$ cat config.mk
export PLATFORM = sky130hd
export DESIGN_NAME = debounce_multi
export DESIGN_NICKNAME = d
export VERILOG_FILES = /design/src/rtl/debounce_pkg.sv /design/src/rtl/debounce_ch.sv /design/src/rtl/debounce_multi.sv
export SDC_FILE = /design/constraint.sdc
export NUM_CORES = 1
export LEC_CHECK = 0
export BUFFER_PORTS_ARGS = -buffer_cell sky130_fd_sc_hd__buf_2
export CAP_MARGIN = 15
export CORE_UTILIZATION = 57
export CTS_CLUSTER_SIZE = 16
export DETAILED_ROUTE_END_ITERATION = 10
export MAX_ROUTING_LAYER = met4
export PLACE_DENSITY = 0.75
export SLEW_MARGIN = 20
export SYNTH_ARGS = -nofsm -noshare
export SYNTH_HDL_FRONTEND = slang
export SYNTH_SLANG_ARGS = --single-unit
export TNS_END_PERCENT = 5
$ cat constraint.sdc
create_clock -name clk -period 5.45 [get_ports clk]
set_clock_uncertainty 0.15 [all_clocks]
set_input_delay 0 -clock clk [delete_from_list [all_inputs] [get_ports clk]]
set_output_delay 0 -clock clk [all_outputs]
set_load 0.02 [all_outputs]
$ cat src/rtl/debounce_pkg.sv
// Shared defaults and the per-channel strobe bundle for the debounce_multi conditioner.
package debounce_pkg;

  localparam int DEF_CNT_W         = 3;
  localparam int DEF_HOLD_W        = 16;
  localparam int DEF_HOLD_CYCLES   = 50000;
  localparam int DEF_REPEAT_CYCLES = 10000;

  typedef struct packed {
    logic down;
    logic up;
    logic hold;
    logic rpt;
  } strb_t;

endpackage

$ cat src/rtl/debounce_ch.sv
// One push-button channel: 2-FF synchroniser, stability counter, press/release/hold strobes.
// Auto-repeat counter is built only when DEBOUNCE_AUTOREPEAT_EN is defined.
module debounce_ch
  import debounce_pkg::*;
#(
  parameter int CNT_W         = DEF_CNT_W,
  parameter bit ACTIVE_LOW    = 1'b1,
  parameter int HOLD_W        = DEF_HOLD_W,
  parameter int HOLD_CYCLES   = DEF_HOLD_CYCLES,
  parameter int REPEAT_CYCLES = DEF_REPEAT_CYCLES
) (
  input  logic  clk,
  input  logic  rst_n,
  input  logic  i_pb,
  output logic  o_state,
  output logic  o_state_nxt,
  output strb_t o_strb
);

  if (CNT_W < 1 || HOLD_CYCLES < 1 || HOLD_CYCLES > (2 ** HOLD_W) - 1 ||
      REPEAT_CYCLES < 1 || REPEAT_CYCLES > (2 ** HOLD_W) - 1) begin : g_param_err
    $error("debounce_ch: CNT_W, HOLD_CYCLES or REPEAT_CYCLES out of range");
  end

  localparam logic [CNT_W-1:0]  CNT_ONE  = {{(CNT_W-1){1'b0}}, 1'b1};
  localparam logic [HOLD_W-1:0] HOLD_ONE = {{(HOLD_W-1){1'b0}}, 1'b1};
  localparam logic [HOLD_W-1:0] HOLD_TC  = HOLD_W'(HOLD_CYCLES);

  logic              r_s0, r_s1, r_state;
  logic [CNT_W-1:0]  r_cnt;
  logic [HOLD_W-1:0] r_hold_cnt;
  logic              r_hold_done;
  logic              r_down, r_up, r_hold;
  logic              w_state_nxt;
  logic [CNT_W-1:0]  w_cnt_nxt;
  logic              w_hold_fire;
  logic              w_rpt;

  always_comb begin
    w_state_nxt = r_state;
    w_cnt_nxt   = '0;
    if (r_s1 != r_state) begin
      if (r_cnt == '1) w_state_nxt = ~r_state;
      else             w_cnt_nxt   = r_cnt + CNT_ONE;
    end
  end

  // Gating with w_state_nxt keeps pb_hold out of the pb_up cycle.
  assign w_hold_fire = r_state & w_state_nxt & ~r_hold_done & (r_hold_cnt == HOLD_TC);

  always_ff @(posedge clk or negedge rst_n) begin
    if (!rst_n) begin
      r_s0        <= 1'b0;
      r_s1        <= 1'b0;
      r_state     <= 1'b0;
      r_cnt       <= '0;
      r_hold_cnt  <= '0;
      r_hold_done <= 1'b0;
      r_down      <= 1'b0;
      r_up        <= 1'b0;
      r_hold      <= 1'b0;
    end else begin
      r_s0    <= i_pb ^ ACTIVE_LOW;
      r_s1    <= r_s0;
      r_state <= w_state_nxt;
      r_cnt   <= w_cnt_nxt;
      r_down  <= w_state_nxt & ~r_state;
      r_up    <= ~w_state_nxt & r_state;
      r_hold  <= w_hold_fire;
      if (!r_state) begin
        r_hold_cnt  <= '0;
        r_hold_done <= 1'b0;
      end else begin
        if (r_hold_cnt != '1) r_hold_cnt <= r_hold_cnt + HOLD_ONE;
        if (w_hold_fire)      r_hold_done <= 1'b1;
      end
    end
  end

`ifdef DEBOUNCE_AUTOREPEAT_EN
  localparam logic [HOLD_W-1:0] REP_LOAD = HOLD_W'(REPEAT_CYCLES - 1);

  logic              r_rep_run;
  logic [HOLD_W-1:0] r_rep_cnt;
  logic              r_rpt;

  // Down-counter is loaded on the same edge that raises pb_hold, so terminal count lands REPEAT_CYCLES later.
  always_ff @(posedge clk or negedge rst_n) begin
    if (!rst_n) begin
      r_rep_run <= 1'b0;
      r_rep_cnt <= '0;
      r_rpt     <= 1'b0;
    end else begin
      r_rpt <= 1'b0;
      if (!r_state) begin
        r_rep_run <= 1'b0;
        r_rep_cnt <= '0;
      end else if (w_hold_fire) begin
        r_rep_run <= 1'b1;
        r_rep_cnt <= REP_LOAD;
      end else if (r_rep_run) begin
        if (r_rep_cnt == '0) begin
          r_rep_cnt <= REP_LOAD;
          r_rpt     <= w_state_nxt;
        end else begin
          r_rep_cnt <= r_rep_cnt - HOLD_ONE;
        end
      end
    end
  end

  assign w_rpt = r_rpt;
`else
  assign w_rpt = 1'b0;
`endif

  assign o_state     = r_state;
  assign o_state_nxt = w_state_nxt;
  assign o_strb      = {r_down, r_up, r_hold, w_rpt};

endmodule

$ cat src/rtl/debounce_multi.sv
// N-channel push-button conditioner: one debounce_ch per input plus a registered any_pressed.
// Optional auto-repeat strobes are enabled by DEBOUNCE_AUTOREPEAT_EN.
module debounce_multi
  import debounce_pkg::*;
#(
  parameter int N_CH          = 4,
  parameter int CNT_W         = DEF_CNT_W,
  parameter bit ACTIVE_LOW    = 1'b1,
  parameter int HOLD_W        = DEF_HOLD_W,
  parameter int HOLD_CYCLES   = DEF_HOLD_CYCLES,
  parameter int REPEAT_CYCLES = DEF_REPEAT_CYCLES
) (
  input  logic            clk,
  input  logic            rst_n,
  input  logic [N_CH-1:0] pb_in,
  output logic [N_CH-1:0] pb_state,
  output logic [N_CH-1:0] pb_down,
  output logic [N_CH-1:0] pb_up,
  output logic [N_CH-1:0] pb_hold,
  output logic [N_CH-1:0] pb_repeat,
  output logic            any_pressed
);

  logic [N_CH-1:0] w_state_nxt;
  strb_t           w_strb [N_CH];
  logic            r_any;

  for (genvar g = 0; g < N_CH; g++) begin : g_ch
    debounce_ch #(
      .CNT_W         (CNT_W),
      .ACTIVE_LOW    (ACTIVE_LOW),
      .HOLD_W        (HOLD_W),
      .HOLD_CYCLES   (HOLD_CYCLES),
      .REPEAT_CYCLES (REPEAT_CYCLES)
    ) u_ch (
      .clk         (clk),
      .rst_n       (rst_n),
      .i_pb        (pb_in[g]),
      .o_state     (pb_state[g]),
      .o_state_nxt (w_state_nxt[g]),
      .o_strb      (w_strb[g])
    );

    assign pb_down[g]   = w_strb[g].down;
    assign pb_up[g]     = w_strb[g].up;
    assign pb_hold[g]   = w_strb[g].hold;
    assign pb_repeat[g] = w_strb[g].rpt;
  end

  always_ff @(posedge clk or negedge rst_n) begin
    if (!rst_n) r_any <= 1'b0;
    else        r_any <= |w_state_nxt;
  end

  assign any_pressed = r_any;

endmodule
==> out/results.txt, run 1 <==
DRT antenna net count - 0
Synthesis Warnings - 0
Status - completed
FFs w/ async S/R, synth - 1.000
Total core area - 0.008891 mm²
Setup violators final - 0
Sum Neg Setup Slack - 0 ns
Mean Syn Cell Area - 9.857 µm²
Max-slew violations - 0
Worst Path Arrival - 2.57 ns
Worst skew pair latency - 0.37 ns
Post-Synthesis Cell Area - 0.005323 mm²
PostCTS Resize Cnt - 0
Slew HR - 0.2700
Clock tree from TritonCTS - built
Most common cell after layout, fill and taps aside - dfrtp_1
CP Capture Type - flip-flop
WS Path Type - flip-flop to flip-flop
First-pass GRT wire length - 17.50 mm
Max capacitance violation total - 0
Worst slew pin tran - 1.086 ns
HP Class - input port to async pin
DRC - 0
Final net count - 569
PnR Total Power - 1.717 mW
TritonCTS buffer count - 9
Synth cell types - 56
Tmin final - 2.429 ns
Total gr overflow - 0
Initial antenna violation count - 0
Row count - 34
Most frequent cells in the layout - dfrtp_1, nand2_1, a21oi_1
H-tree levels - 3
Max Freq - 411.7 MHz
Setup bufs post-CTS - 0
Post-Syn Instances - 540
Largest net degree at the start of global routing - 60
Startpoint Class - flip-flop
Horiz. Die Dim - 98.63 µm
Io pins - 27
Routed WL - 10.07 mm
Final hold violations - 0
First-pass DRT Iterations - 4
Worst R2R Path Depth - 5
Crit share post-route - 0.4457
Vias/cell - 6.148
CTS root buf - clkbuf_8
Clock transition at the registers of the reported paths - 0.10 ns
Layout cells sized above 1 - 0.09239
Post-synthesis sequential area ratio - 0.4937
WP data required - 5.59 ns
Synthesis-to-finish area growth - 5.900%
I/O Buffers - 22
Top_reg_cell synth - dfrtp_1
Max Buffers Root-to-Sink - 2
Antenna Cells - 0
Die Area - 0.009728 mm²
HPWL after detailed placement - 6.965 mm
Leak - 2.395 nW
Maximum VDD drop - 0.1428 mV
DR vias - 4058
Initial DRC count - 255
RSZ-0062 raised after global routing - no
PD cells - 304.6 mW/mm²
Flops & latches, synth - 105
Worst-path maximum fanout - 14
Post-synth EDFFs - 0
Global Route Usage Sum - 0.2310
Clock sink total - 105
Die height - 98.63 µm
Initial Util - 0.5986
Vias in the first global route - 3904
Placer congestion estimate - 0.8622
WL/cell - 15.26 µm
[stage by stage]
stage               setup slack [ns]  std cells  hold WS (ns)  area [µm²]  utilization
finish                         3.021        660       0.02445        5637       0.6340
floorplan                      3.501        543       -0.4456        5334            -
global route                   2.798        660       0.07212        5637       0.6340
CTS                            2.991        660       0.04883        5637       0.6340
global placement               3.172        639       -0.1064        5374       0.6044
detailed placement             3.017        639      -0.09614        5374       0.6044
[worst max-delay path: stages, from the launching register on]
cell and delay (ns):
dfrtp_1 0.42, ha_1 0.27, nand3_1 0.15, nor4_2 0.94, o21ai_0 0.24, a21oi_1 0.18
[per-layer routing]
metal,global-route usage,wire length [µm]
met5,-,0
met4,0.07233,119
met3,0.04823,442
met2,0.3608,4780
met1,0.3049,4727
[timing repair]
item / in CTS / in global routing
endpoints found under the setup margin: 0 / 0
hold buffers: 5 / 0
endpoints found under the hold margin: 50 / 0
[worst paths after layout]
path | start | endpoint | slack [ns]
worst max-delay path | g_ch[0].u_ch.r_hold_cnt[1] | g_ch[0].u_ch.r_hold_cnt[6] | 3.02
worst min-delay path | rst_n | g_ch[3].u_ch.r_hold_cnt[13] | 0.02
worst max register to register | g_ch[0].u_ch.r_hold_cnt[1] | g_ch[0].u_ch.r_hold_cnt[6] | 3.02
worst min register to register | g_ch[2].u_ch.r_s0 | g_ch[2].u_ch.r_s1 | 0.21
max in group asynchronous | rst_n | g_ch[2].u_ch.r_hold_cnt[2] | 4.00
min in group clk | pb_in[1] | g_ch[1].u_ch.r_s0 | 0.14
[cell type report]
class / instances / area (µm²)
Timing Repair Buffer: 28 / 170.2
Clock inverter: 5 / 61.31
Multi-Input combinational cell: 378 / 2397
Sequential cell: 105 / 2628
Clock buffer: 11 / 151.4
Fill cell: 719 / 3254
Inverter: 25 / 93.84
Tap cell: 108 / 135.1
[logic make-up after synthesis]
kind of cell / count (synthesis) / synth area share
other: 1 / 0.0007045
AO/OA/AOI/OAI: 104 / 0.1220
AND/OR/NAND/NOR: 238 / 0.2593
flip-flops: 105 / 0.4937
buffers and inverters: 60 / 0.05806
XOR/XNOR: 7 / 0.01152
adder cells (fa/ha/maj): 16 / 0.03761
multiplexers: 9 / 0.01716
[power by group]
part	total [mW]	leakage (nW)	switching, mW	internal, mW
clock network	0.507	0.110	0.266	0.241
registers	0.934	1.44	0.0893	0.845
logic	0.275	0.849	0.170	0.106
total	1.72	2.39	0.525	1.19
[cells in the mapped netlist (3+ instances only)]
library cell / n / area (µm²)
nand4_1: 18 / 112.6
nor2b_1: 7 / 43.79
a211oi_1: 5 / 37.54
nor3_1: 19 / 95.09
o21ai_0: 24 / 120.1
inv_1: 24 / 90.09
dfrtp_1: 105 / 2628
nand2_1: 41 / 153.9
a31oi_1: 9 / 56.30
o211ai_1: 4 / 30.03
a21oi_1: 31 / 155.2
xnor2_1: 6 / 52.55
buf_4: 21 / 157.7
nor4b_1: 3 / 26.28
buf_2: 4 / 20.02
mux2i_1: 8 / 80.08
and3_1: 12 / 75.07
nor4_1: 13 / 81.33
o31ai_1: 10 / 75.07
clkbuf_1: 9 / 33.78
nor3b_1: 8 / 60.06
nand2b_1: 8 / 50.05
and2_1: 9 / 56.30
or4_1: 13 / 97.59
and4_1: 8 / 70.07
ha_1: 16 / 200.2
nand3_1: 27 / 135.1
o41ai_1: 3 / 26.28
nor2_1: 26 / 97.59
o21a_1: 4 / 30.03
nand3_2: 3 / 30.03
or3_1: 10 / 62.56
[flip-flops by register name, indices dropped and copies added, names as in the netlist]
register and flops:
g_ch.u_ch.r_hold_cnt 64, g_ch.u_ch.r_cnt 12, g_ch.u_ch.o_state 4, g_ch.u_ch.r_down 4, g_ch.u_ch.r_hold 4, g_ch.u_ch.r_hold_done 4
g_ch.u_ch.r_s0 4, g_ch.u_ch.r_s1 4, g_ch.u_ch.r_up 4, any_pressed 1
No activity file was read; power rests on OpenSTA's default activity.
==> inputs of run 2 (changes only) <==
ABC_AREA = 1   (was default)
CORE_UTILIZATION = 56   (was 57)
PLACE_DENSITY = 0.77   (was 0.75)
clock period = 2.1 ns   (was 5.45 ns; I/O delays follow)
==> out/results.txt, run 2 <==
Status - completed (unchanged)
Max capacitance violation total - 0 (unchanged)
Post-synth EDFFs - 0 (unchanged)
Worst skew pair latency - 0.38 ns (was 0.37 ns)
Area share of xor/xnor cells in the synthesized design - 0.007615 (was 0.01152)
TritonCTS buffer count - 9 (unchanged)
Post-Synthesis Cell Area - 0.005751 mm² (was 0.005323 mm²)
Area share of the largest cell type after synthesis - 0.4569 (was 0.4937)
CP max stage delay - 0.42 ns (was 0.94 ns)
Slew HR - 0.4745 (was 0.2700)
Row count - 36 (was 34)
Reg2reg setup slack - 0.38 ns (was 3.02 ns)
Most common cell after layout, fill and taps aside - nand2_1 (was dfrtp_1)
Initial Util - 0.5830 (was 0.5986)
DRC - 0 (unchanged)
Worst slew pin tran - 0.7857 ns (was 1.086 ns)
Top Registers - g_ch.u_ch.r_hold_cnt (64), g_ch.u_ch.r_cnt (12) (unchanged)
H-tree levels - 3 (unchanged)
Synth top cells by count - nand2_1, dfrtp_1, nand3_1, nor2_1, inv_1 (was dfrtp_1, nand2_1, a21oi_1, nand3_1, nor2_1)
Post-Synth Adder-Cell Area - 0.03481 (was 0.03761)
Vias in the first global route - 4336 (was 3904)
CTS root buf - clkbuf_8 (unchanged)
RSZ-0062 raised after global routing - no (unchanged)
Clock transition at the registers of the reported paths - 0.10 ns (about the same)
GRT Max-Usage Layer - met2 (unchanged)
Worst-path cell chain - ha_1 -> nand2_2 -> nor2_2 -> nand2_1 -> clkinv_2 -> nand3_4 -> nand3_1 -> nand2_1 (was ha_1 -> nand3_1 -> nor4_2 -> o21ai_0 -> a21oi_1)
Max FFs per register - 64 (unchanged)
Max Buffers Root-to-Sink - 2 (unchanged)
Placer congestion estimate - 0.9416 (was 0.8622)
Synthesis Warnings - 0 (unchanged)
Crit path max-delay family - simple AND/OR/NAND/NOR gates (unchanged)
Seq pwr share - 0.510 (was 0.544)
Global Route Usage Sum - 0.2464 (was 0.2310)
Die Area - 0.01068 mm² (was 0.009728 mm²)
Total gr overflow - 0 (unchanged)
Fraction of synthesized area in multiplexers - 0 (was 0.01716)
Clock power share - 0.273 (was 0.295)
Final net count - 782 (was 569)
Tmin final - 1.720 ns (was 2.429 ns)
Startpoint Class - flip-flop (unchanged)
HPWL after detailed placement - 8.292 mm (was 6.965 mm)
Leak - 3.248 nW (was 2.395 nW)
Compound-Gate Fraction of Synth Area - 0.02502 (was 0.1220)
WL/cell - 12.95 µm (was 15.26 µm)
Post-synthesis sequential area ratio - 0.4569 (was 0.4937)
Synthesis-to-finish area growth - 6.245% (was 5.900%)
WP buf/inv - 1 (was 0)
Maximum VDD drop - 0.4481 mV (was 0.1428 mV)
Horiz. Die Dim - 103.3 µm (was 98.63 µm)
Flops & latches, synth - 105 (unchanged)
Layout cells sized above 1 - 0.1124 (was 0.09239)
DR vias - 4756 (was 4058)
Post-route worst setup slack - 0.3801 ns (was 3.021 ns)
Largest net degree at the start of global routing - 60 (unchanged)
Clock tree from TritonCTS - built (unchanged)
Crit share post-route - 0.8190 (was 0.4457)
Design area - 0.006110 mm² (was 0.005637 mm²)
Max-slew violations - 0 (unchanged)
M2 GR Usage - 0.3815 (was 0.3608)
First-pass DRT Iterations - 5 (was 4)
Top cell by count, worst path - nand2_1
Hold buffers post-CTS - 6 (was 5)
Crit Reg-Reg Startpoint - g_ch[1].u_ch.r_hold_cnt[0] (was g_ch[0].u_ch.r_hold_cnt[1])
Area after DPL - 0.005851 mm² (was 0.005374 mm²)
Final hold violations - 0 (unchanged)
Antenna Cells - 0 (unchanged)
Synth area leaders - dfrtp_1, nand2_1, nand3_1 (was dfrtp_1, ha_1, buf_4)
Io pins - 27 (unchanged)
RR Endpoint - g_ch[1].u_ch.r_hold_cnt[0] (was g_ch[0].u_ch.r_hold_cnt[6])
Sw frac - 0.3380 (was 0.3059)
PostCTS Resize Cnt - 0 (unchanged)
Max Freq - 581.4 MHz (was 411.7 MHz)
Die height - 103.3 µm (was 98.63 µm)
WS Path Type - flip-flop to flip-flop (unchanged)
Initial antenna violation count - 0 (unchanged)
Largest area contributor in the netlist - dfrtp_1 (unchanged)
PD cells - 763.8 mW/mm² (was 304.6 mW/mm²)
HP Class - input port to async pin (unchanged)
FFs w/ async S/R, synth - 1.000 (unchanged)
Top reg by flops - g_ch.u_ch.r_hold_cnt (unchanged)
First-pass GRT wire length - 19.64 mm (was 17.50 mm)
Sum Neg Setup Slack - 0 ns (unchanged)
Total core area - 0.009864 mm² (was 0.008891 mm²)
WP data required - 2.24 ns (was 5.59 ns)
Top_reg_cell synth - dfrtp_1 (unchanged)
Mean Syn Cell Area - 7.729 µm² (was 9.857 µm²)
Synth cell types - 36 (was 56)
Worst-path maximum fanout - 15 (was 14)
Count leader, synth - nand2_1 (was dfrtp_1)
Gate power share - 0.216 (was 0.160)
Met1 Use GR - 0.3175 (was 0.3049)
Sw power - 1.577 mW (was 525.3 µW)
Simple-gate share of the synthesized area - 0.3745 (was 0.2593)
GR met3 Demand/Resource - 0.04368 (was 0.04823)
Most frequent cells in the layout - nand2_1, dfrtp_1, nand3_1 (was dfrtp_1, nand2_1, a21oi_1)
Main combinational cell family by area after synthesis - simple AND/OR/NAND/NOR gates (unchanged)
Internal Power - 3.089 mW (was 1.192 mW)
Initial DRC count - 222 (was 255)
CP Capture Type - flip-flop (unchanged)
Clock sink total - 105 (unchanged)
DRT antenna net count - 0 (unchanged)
Setup bufs post-CTS - 0 (unchanged)
Crit-path slowest cell - dfrtp_1 (was nor4_2)
Vias/cell - 5.296 (was 6.148)
Post-Syn Instances - 744 (was 540)
Setup violators final - 0 (unchanged)
Worst R2R Path Depth - 8 (was 5)
Routed WL - 11.63 mm (was 10.07 mm)
I/O Buffers - 22 (unchanged)
Worst Path Arrival - 1.86 ns (was 2.57 ns)
Dpl ws - 0.4122 ns (was 3.017 ns)
run 2: changes by cell type in the layout (fill, tap and decap cells not counted), sizes merged, moves of 11 or more:
| cell | change |
|---|---|
| a21oi | -31 |
| nor3 | -11 |
| nand3 | +75 |
| or4 | -13 |
| o21ai | -11 |
| nor2 | +79 |
| nor4 | -16 |
| nand2 | +170 |
| and3 | -12 |
| inv | +62 |
| or2 | +12 |
run 2: worst reg2reg max path: cells and delay by family, from the launching register on:
family | cells | cell delay (ns)
buffers and inverters | 1 | 0.11
flip-flops | 1 | 0.42
adder cells (fa/ha/maj) | 1 | 0.23
AND/OR/NAND/NOR | 6 | 0.70
run 2: through the flow:
step | hold WS, ns | total power, mW | util | cells
5_1_grt | 0.07853 | 4.938 | 0.6194 | 898
4_1_cts | 0.04147 | 4.711 | 0.6194 | 898
2_1_floorplan | -0.4456 | 3.215 | - | 747
6_report | 0.02409 | 4.666 | 0.6194 | 898
3_5_place_dp | -0.2475 | 3.427 | 0.5931 | 876
3_3_place_gp | -0.2477 | 3.385 | 0.5931 | 876
run 2: area by class of cell:
cell class / instances / area (µm²)
fill: 842 / 3755
sequential: 105 / 2628
multi-input combinational: 523 / 2556
inverter: 87 / 330.3
timing repair buffer: 34 / 230.2
tap: 133 / 166.4
clock buffer: 12 / 165.2
clock inverter: 4 / 33.78
run 2: layer usage:
metal	vias up	part of all wire
li1	2375	-
met5	-	0
met4	0	0.020
met2	129	0.49
met3	21	0.046
met1	2231	0.45
run 2: power by group through the flow:
stage / registers [mW] / clock network (mW) / logic (mW)
6_report: 2.38 / 1.27 / 1.01
5_1_grt: 2.42 / 1.38 / 1.14
4_1_cts: 2.38 / 1.31 / 1.02
3_5_place_dp: 2.42 / 0 / 1.00
3_3_place_gp: 2.41 / 0 / 0.975
2_1_floorplan: 2.41 / 0 / 0.802
run 2: worst max path at each step:
stage	start	endpoint	slack, ns	cells after the start
after floorplan	g_ch[1].u_ch.r_hold_cnt[0]	g_ch[1].u_ch.r_hold_cnt[5]	0.60	8
after CTS	g_ch[1].u_ch.r_hold_cnt[1]	g_ch[1].u_ch.r_hold_cnt[0]	0.38	8
after global placement	g_ch[2].u_ch.r_cnt[0]	any_pressed	0.50	7
after global routing	g_ch[1].u_ch.r_hold_cnt[1]	g_ch[1].u_ch.r_hold_cnt[1]	0.22	8
final	g_ch[1].u_ch.r_hold_cnt[0]	g_ch[1].u_ch.r_hold_cnt[0]	0.38	8
after detailed placement	g_ch[1].u_ch.r_hold_cnt[1]	g_ch[1].u_ch.r_hold_cnt[0]	0.41	8
run 2: kinds of logic after synthesis:
family,Yosys count
and+or+nand+nor,475
buffers and inverters,119
DFF,105
AOI/OAI and AO/OA,23
adders and majority gates,16
xor gates and xnor gates,5
other,1
